**config.mk**
```make
export PLATFORM = sky130hd
export DESIGN_NAME = lcd_char_scheduler
export DESIGN_NICKNAME = d
export VERILOG_FILES = /design/src/rtl/lcd_sched_pkg.sv /design/src/rtl/lcd_op_fifo.sv /design/src/rtl/lcd_char_scheduler.sv
export SDC_FILE = /design/constraint.sdc
export NUM_CORES = 1
export LEC_CHECK = 0
export CAP_MARGIN = 20
export CELL_PAD_IN_SITES_DETAIL_PLACEMENT = 2
export CELL_PAD_IN_SITES_GLOBAL_PLACEMENT = 2
export CORE_MARGIN = 2
export CORE_UTILIZATION = 41
export CTS_CLUSTER_DIAMETER = 150
export DETAILED_ROUTE_END_ITERATION = 8
export PLACE_DENSITY = 0.83
export RECOVER_POWER = 50
export SLEW_MARGIN = 20
export SYNTH_ARGS = -nofsm -noshare
export SYNTH_HDL_FRONTEND = slang
export SYNTH_HIERARCHICAL = 1
export SYNTH_SLANG_ARGS = --single-unit
```
**constraint.sdc**
```tcl
create_clock -name clk -period 4 [get_ports clk]
set_input_delay 0.4 -clock clk [delete_from_list [all_inputs] [get_ports clk]]
set_output_delay 0.4 -clock clk [all_outputs]
set_load 0.01 [all_outputs]
```
**src/rtl/lcd_sched_pkg.sv**
```systemverilog
// Shared encodings for the LCD character scheduler: FIFO entry format,
// emitter states and ASCII constants.
package lcd_sched_pkg;

  typedef enum logic [1:0] {
    OP_CHAR = 2'd0,
    OP_NL   = 2'd1
  } op_e;

  localparam logic [7:0] ASCII_LF    = 8'h0A;
  localparam int         ROW_LEN_DEF = 16;

  typedef enum logic [1:0] {
    IDLE   = 2'd0,
    STROBE = 2'd1,
    GAP    = 2'd2,
    CLR    = 2'd3
  } emit_state_e;

  typedef struct packed {
    op_e        op;
    logic [7:0] data;
  } fifo_entry_t;

  function automatic int max2(input int a, input int b);
    return (a > b) ? a : b;
  endfunction

endpackage

```
**src/rtl/lcd_op_fifo.sv**
```systemverilog
// Synchronous FIFO for queued LCD ops; flush empties it in one cycle.
module lcd_op_fifo #(
  parameter int DEPTH = 8,
  parameter int WIDTH = 10
) (
  input  logic                     clk,
  input  logic                     rst,
  input  logic                     flush,
  input  logic                     push,
  input  logic [WIDTH-1:0]         wdata,
  input  logic                     pop,
  output logic [WIDTH-1:0]         rdata,
  output logic                     full,
  output logic                     empty,
  output logic [$clog2(DEPTH):0]   count
);

  localparam int AW = $clog2(DEPTH);
  localparam int CW = AW + 1;

  logic [AW-1:0]    wr_ptr_q, wr_ptr_d;
  logic [AW-1:0]    rd_ptr_q, rd_ptr_d;
  logic [CW-1:0]    count_q, count_d;
  logic [WIDTH-1:0] mem_q [DEPTH];
  logic             do_push, do_pop;

  assign full    = (count_q == CW'(DEPTH));
  assign empty   = (count_q == '0);
  assign count   = count_q;
  assign rdata   = mem_q[rd_ptr_q];
  assign do_push = push && !full;
  assign do_pop  = pop && !empty;

  always_comb begin
    wr_ptr_d = wr_ptr_q;
    rd_ptr_d = rd_ptr_q;
    count_d  = count_q;
    if (flush) begin
      wr_ptr_d = '0;
      rd_ptr_d = '0;
      count_d  = '0;
    end else begin
      if (do_push) wr_ptr_d = wr_ptr_q + 1'b1;
      if (do_pop)  rd_ptr_d = rd_ptr_q + 1'b1;
      count_d = count_q + CW'(do_push) - CW'(do_pop);
    end
  end

  always_ff @(posedge clk) begin
    if (rst) begin
      wr_ptr_q <= '0;
      rd_ptr_q <= '0;
      count_q  <= '0;
    end else begin
      wr_ptr_q <= wr_ptr_d;
      rd_ptr_q <= rd_ptr_d;
      count_q  <= count_d;
    end
  end

  // Storage carries no reset; only pointers and count define validity.
  always_ff @(posedge clk) begin
    if (do_push && !flush) mem_q[wr_ptr_q] <= wdata;
  end

endmodule

```
**src/rtl/lcd_char_scheduler.sv**
```systemverilog
// Round-robin merge of two character sources into a FIFO, drained by an
// emitter that produces spaced char/transfer/clear strobes for the LCD.
module lcd_char_scheduler
  import lcd_sched_pkg::*;
#(
  parameter int FIFO_DEPTH   = 8,
  parameter int PULSE_CYCLES = 4,
  parameter int GAP_CYCLES   = 4,
  parameter int ROW_LEN      = ROW_LEN_DEF
) (
  input  logic                          clk,
  input  logic                          rst,
  input  logic                          src0_valid,
  input  logic [7:0]                    src0_data,
  output logic                          src0_ready,
  input  logic                          src1_valid,
  input  logic [7:0]                    src1_data,
  output logic                          src1_ready,
  input  logic                          newline_req,
  input  logic                          clear_req,
  output logic [7:0]                    char_in,
  output logic                          char_valid,
  output logic                          char_to_row2,
  output logic                          transfer_to_row1,
  output logic                          clear,
  output logic                          busy,
  output logic [$clog2(FIFO_DEPTH):0]   fifo_count,
  output logic [$clog2(ROW_LEN):0]      row2_col
);

  localparam int RCW   = $clog2(ROW_LEN) + 1;
  localparam int CNT_W = $clog2(max2(PULSE_CYCLES, GAP_CYCLES)) + 1;

  logic        fifo_full, fifo_empty, push, pop;
  fifo_entry_t push_entry, head;

  logic        prio_q, prio_d;
  logic        grant0, grant1, accept_ok;

  emit_state_e      state_q, state_d;
  logic [CNT_W-1:0] cnt_q, cnt_d;
  logic             char_valid_q, char_valid_d;
  logic             xfer_q, xfer_d;
  logic             clear_q, clear_d;
  logic [7:0]       char_in_q, char_in_d;
  logic [RCW-1:0]   row2_col_q, row2_col_d;

  lcd_op_fifo #(
    .DEPTH (FIFO_DEPTH),
    .WIDTH ($bits(fifo_entry_t))
  ) u_fifo (
    .clk   (clk),
    .rst   (rst),
    .flush (clear_req),
    .push  (push),
    .wdata (push_entry),
    .pop   (pop),
    .rdata (head),
    .full  (fifo_full),
    .empty (fifo_empty),
    .count (fifo_count)
  );

  // prio_q==0 favours src0 when both sources are valid.
  assign grant0     = src0_valid && (!src1_valid || !prio_q);
  assign grant1     = src1_valid && (!src0_valid ||  prio_q);
  assign accept_ok  = !rst && !clear_req && !fifo_full && !newline_req;
  assign src0_ready = accept_ok && grant0;
  assign src1_ready = accept_ok && grant1;

  always_comb begin
    prio_d          = prio_q;
    push            = 1'b0;
    push_entry.op   = OP_CHAR;
    push_entry.data = 8'h00;
    if (newline_req && !rst && !clear_req && !fifo_full) begin
      push            = 1'b1;
      push_entry.op   = OP_NL;
      push_entry.data = ASCII_LF;
    end else if (src0_ready) begin
      push            = 1'b1;
      push_entry.op   = (src0_data == ASCII_LF) ? OP_NL : OP_CHAR;
      push_entry.data = src0_data;
      prio_d          = 1'b1;
    end else if (src1_ready) begin
      push            = 1'b1;
      push_entry.op   = (src1_data == ASCII_LF) ? OP_NL : OP_CHAR;
      push_entry.data = src1_data;
      prio_d          = 1'b0;
    end
  end

  always_comb begin
    state_d      = state_q;
    cnt_d        = cnt_q;
    char_valid_d = char_valid_q;
    xfer_d       = xfer_q;
    clear_d      = clear_q;
    char_in_d    = char_in_q;
    row2_col_d   = row2_col_q;
    pop          = 1'b0;
    if (clear_req) begin
      state_d      = CLR;
      cnt_d        = '0;
      clear_d      = 1'b1;
      char_valid_d = 1'b0;
      xfer_d       = 1'b0;
      row2_col_d   = '0;
    end else begin
      case (state_q)
        IDLE: begin
          if (!fifo_empty) begin
            if (head.op == OP_CHAR) begin
              cnt_d   = '0;
              state_d = STROBE;
              if (row2_col_q == RCW'(ROW_LEN)) begin
                // Row full: move it up first, keep the char queued.
                xfer_d     = 1'b1;
                row2_col_d = '0;
              end else begin
                pop          = 1'b1;
                char_in_d    = head.data;
                char_valid_d = 1'b1;
                row2_col_d   = row2_col_q + 1'b1;
              end
            end else begin
              pop = 1'b1;
              if (row2_col_q != '0) begin
                xfer_d     = 1'b1;
                row2_col_d = '0;
                cnt_d      = '0;
                state_d    = STROBE;
              end
            end
          end
        end
        STROBE, CLR: begin
          if (cnt_q == CNT_W'(PULSE_CYCLES - 1)) begin
            char_valid_d = 1'b0;
            xfer_d       = 1'b0;
            clear_d      = 1'b0;
            cnt_d        = '0;
            // The IDLE decision cycle is the last low cycle of the gap.
            state_d      = (GAP_CYCLES > 1) ? GAP : IDLE;
          end else begin
            cnt_d = cnt_q + 1'b1;
          end
        end
        GAP: begin
          if (int'(cnt_q) >= GAP_CYCLES - 2) begin
            cnt_d   = '0;
            state_d = IDLE;
          end else begin
            cnt_d = cnt_q + 1'b1;
          end
        end
        default: state_d = IDLE;
      endcase
    end
  end

  always_ff @(posedge clk) begin
    if (rst) begin
      prio_q       <= 1'b0;
      state_q      <= IDLE;
      cnt_q        <= '0;
      char_valid_q <= 1'b0;
      xfer_q       <= 1'b0;
      clear_q      <= 1'b0;
      char_in_q    <= 8'h00;
      row2_col_q   <= '0;
    end else begin
      prio_q       <= prio_d;
      state_q      <= state_d;
      cnt_q        <= cnt_d;
      char_valid_q <= char_valid_d;
      xfer_q       <= xfer_d;
      clear_q      <= clear_d;
      char_in_q    <= char_in_d;
      row2_col_q   <= row2_col_d;
    end
  end

  assign char_in          = char_in_q;
  assign char_valid       = char_valid_q;
  assign transfer_to_row1 = xfer_q;
  assign clear            = clear_q;
  assign char_to_row2     = 1'b1;
  assign row2_col         = row2_col_q;
  assign busy             = !fifo_empty || (state_q != IDLE);

endmodule

```
==> reports/qor.csv <==
metric,value,unit
final wirelength,15.2,mm
Critical Path AT,3.22,ns
clk buf depth,2,
PostCTS Resize Cnt,0,
HP Class,reg2reg,
Pleak,2.31,nW
All-Layer GR Usage,0.245,
Sum Neg Setup Slack,0,ns
via count,3372,
CTS Buf Count,17,
WP buf/inv,4,
register area share after synthesis,0.601,
Die ar.,13500,um^2
final hold vios,0,
"critical path fanouts, max",9,
largest net degree at the start of global routing,20,
Synth Area in Compound Gates,0.0577,
hold buffer count at CTS,0,
critical path capture point type,output pin,
"CP delay by family, top",buffers and inverters,
status,"finished, final reports clean",
Post-CTS Setup Inserts,0,
Sink Count,115,
vias in the first global route,3711,
Slew Limit Fails,0,
multiplexer area fraction after synthesis,0.157,
CP dominant cell by count,inv_1,
Tcrit/Tclk final,0.906,
area delta synth->final,24.1,%
filler-free cell count of the finished design,601,
Ports,46,
Synth top area share,0.465,
commonest cells in the netlist,"edfxtp_1, dfxtp_1, nand2_1",
measured slew at the worst slew-check pin,0.889,ns
Initial DRC Count,236,
H-tree depth,4,
Core Area,12200,um^2
Post-Synth XOR/XNOR Area,0.00339,
initial core utilization,0.424,
PnR Total Power,2.82,mW
asr flop ratio synth,0,
hold_sp,transfer_to_row1,
synth warn,6,
routed vias/inst,5.61,
final setup vio count,0,
pwr dens,440,nW/um^2
critical path type,reg2out,
post-route ant nets,0,
worst vdd ir,369,uV
share of cells above drive strength 1,0.150,
Mapped Cells,352,
Mean Syn Cell Area,14.7,um^2
largest family of logic cells by synthesized area,multiplexers,
worst slew margin relative to its limit,0.399,
Max-cap violations,0,
"count leader, synth",edfxtp_1,
worst-skew pair later-pin latency,0.42,ns
initial antenna violation count,0,
critical path's slowest cell,clkdlybuf4s50_1,
Die H,116,um
Crit path required time,3.60,ns
worst path cell trace,"inv_1, ha_1, or3b_2, inv_1, nor4_1, and3_1, clkbuf_1, clkdlybuf4s50_1",
CTS tree,yes,
drt wl/cell,25.3,um
Final nets,456,
# fillers,1119,
Post-DP HPWL,10.3,mm
simple-gate share of the synthesized area,0.115,
number of cell rows,40,
Clock Root Buffer,clkbuf_16,
Final Critical Period,3.62,ns
first drt pass iteration count,4,
Achievable Freq,0.276,GHz
"slowest stage delay, CP",0.65,ns
CTS clock-pin slew for the worst setup and hold paths,0.05,ns
Yosys reg bits,115,
CP startpoint,u_fifo/count[2],
Worst Skew,0.00734,ns
DRC viols,0,
number of synthesized flops with an enable pin,80,
post-synthesis instance area,5160,um^2
startpoint types,register,
grt ovf,0,
largest cells by area after synthesis,"edfxtp_1, dfxtp_1, mux4_1",
Post-synth top flop,edfxtp_1,
"Distinct cells, synth",56,
DP Cell Count,569,
Inserted Diodes,0,
RSZ-0062 raised after global routing,no,
first-pass GRT wire length,23.0,mm
largest area contributor in the netlist,edfxtp_1,
die width,116,um
PortBufs,44,
Placer Congestion,0.781,
synthesized-area fraction occupied by adder cells,0.0354,
Hold Slack,0.455,ns
[worst register-to-register path, cell delays in order, from the launching register on]
cell      delay [ns]
dfxtp_1         0.69
mux4_1          0.64
mux2_1          0.36
nor2_1          0.26
a211oi_1        0.20
nand2_1         0.30
xor2_1          0.13
ha_1            0.24
fa_1            0.38
xnor2_1         0.17
nor3_1          0.06
[final timing paths]
check                                        end  slack, ns  depth (start not counted)
worst min-delay path            transfer_to_row1       0.46                          2
worst max-delay path                  src0_ready       0.38                          8
worst min register to register  transfer_to_row1       0.46                          2
worst max register to register   u_fifo/count[2]       0.44                         10
[per-stage QoR]
stage	area [um^2]	setup slack, ns	utilization
CTS	6410	0.520	0.527
floorplan	5190	0.569	-
global route	6410	0.187	0.527
finish	6410	0.376	0.527
global placement	5860	0.713	0.482
detailed placement	5870	0.431	0.483
[kinds of logic after synthesis]
kind of cell | Yosys count
flip-flops | 115
XOR/XNOR | 2
other | 2
AND/OR/NAND/NOR | 102
buffers and inverters | 29
multiplexers | 47
AO/OA/AOI/OAI | 41
adder cells (fa/ha/maj) | 14
[report_power, final]
part / switching [mW] / internal [mW]
Sequential: 0.00874 / 1.28
Clock: 0.530 / 0.878
Combinational: 0.0701 / 0.0522
Total: 0.608 / 2.21
[layout by cell type (no fill, tap or decap), types with 4 or more instances in the layout]
cell,count
or3_1,8
clkinv_2,6
clkbuf_1,5
o22ai_1,4
mux2i_1,17
edfxtp_1,80
a22o_1,7
dfxtp_1,35
o21ai_0,5
nor2_1,13
conb_1,9
mux4_1,20
nand3_1,5
nand2_1,24
buf_4,14
nor3_1,6
dlygate4sd3_1,20
inv_1,11
nand2b_1,18
clkdlybuf4s50_1,24
clkbuf_16,17
a21oi_1,6
ha_1,13
mux2_2,9
[layer usage]
| metal | global-route usage | share of wire | vias up |
|---|---|---|---|
| met5 | 0 | 0 | - |
| met4 | 0.0794 | 0.021 | 0 |
| met2 | 0.420 | 0.52 | 114 |
| met1 | 0.294 | 0.40 | 1732 |
| li1 | - | - | 1500 |
| met3 | 0.0778 | 0.052 | 26 |
[registers in the layout, indices dropped and copies added, names as in the netlist, 2 cells and up, named ones only]
| name | count |
|---|---|
| u_fifo/mem_q | 80 |
| state_q | 2 |
| u_fifo/rd_ptr_q | 3 |
| u_fifo/wr_ptr_q | 3 |
| cnt_q | 3 |
| row2_col | 5 |
| u_fifo/count | 4 |
| char_in | 8 |
[area by class of cell]
cell class	instances	area, um^2	share of cell area
sequential	115	3100	0.484
multi-input combinational	215	1950	0.305
timing repair buffer	60	553	0.0863
clock buffer	22	464	0.0724
clock inverter	10	82.6	0.0129
inverter	11	41.3	0.00644
tap	168	210	0.0328
Note: power is estimated with default switching activity, not from simulation.
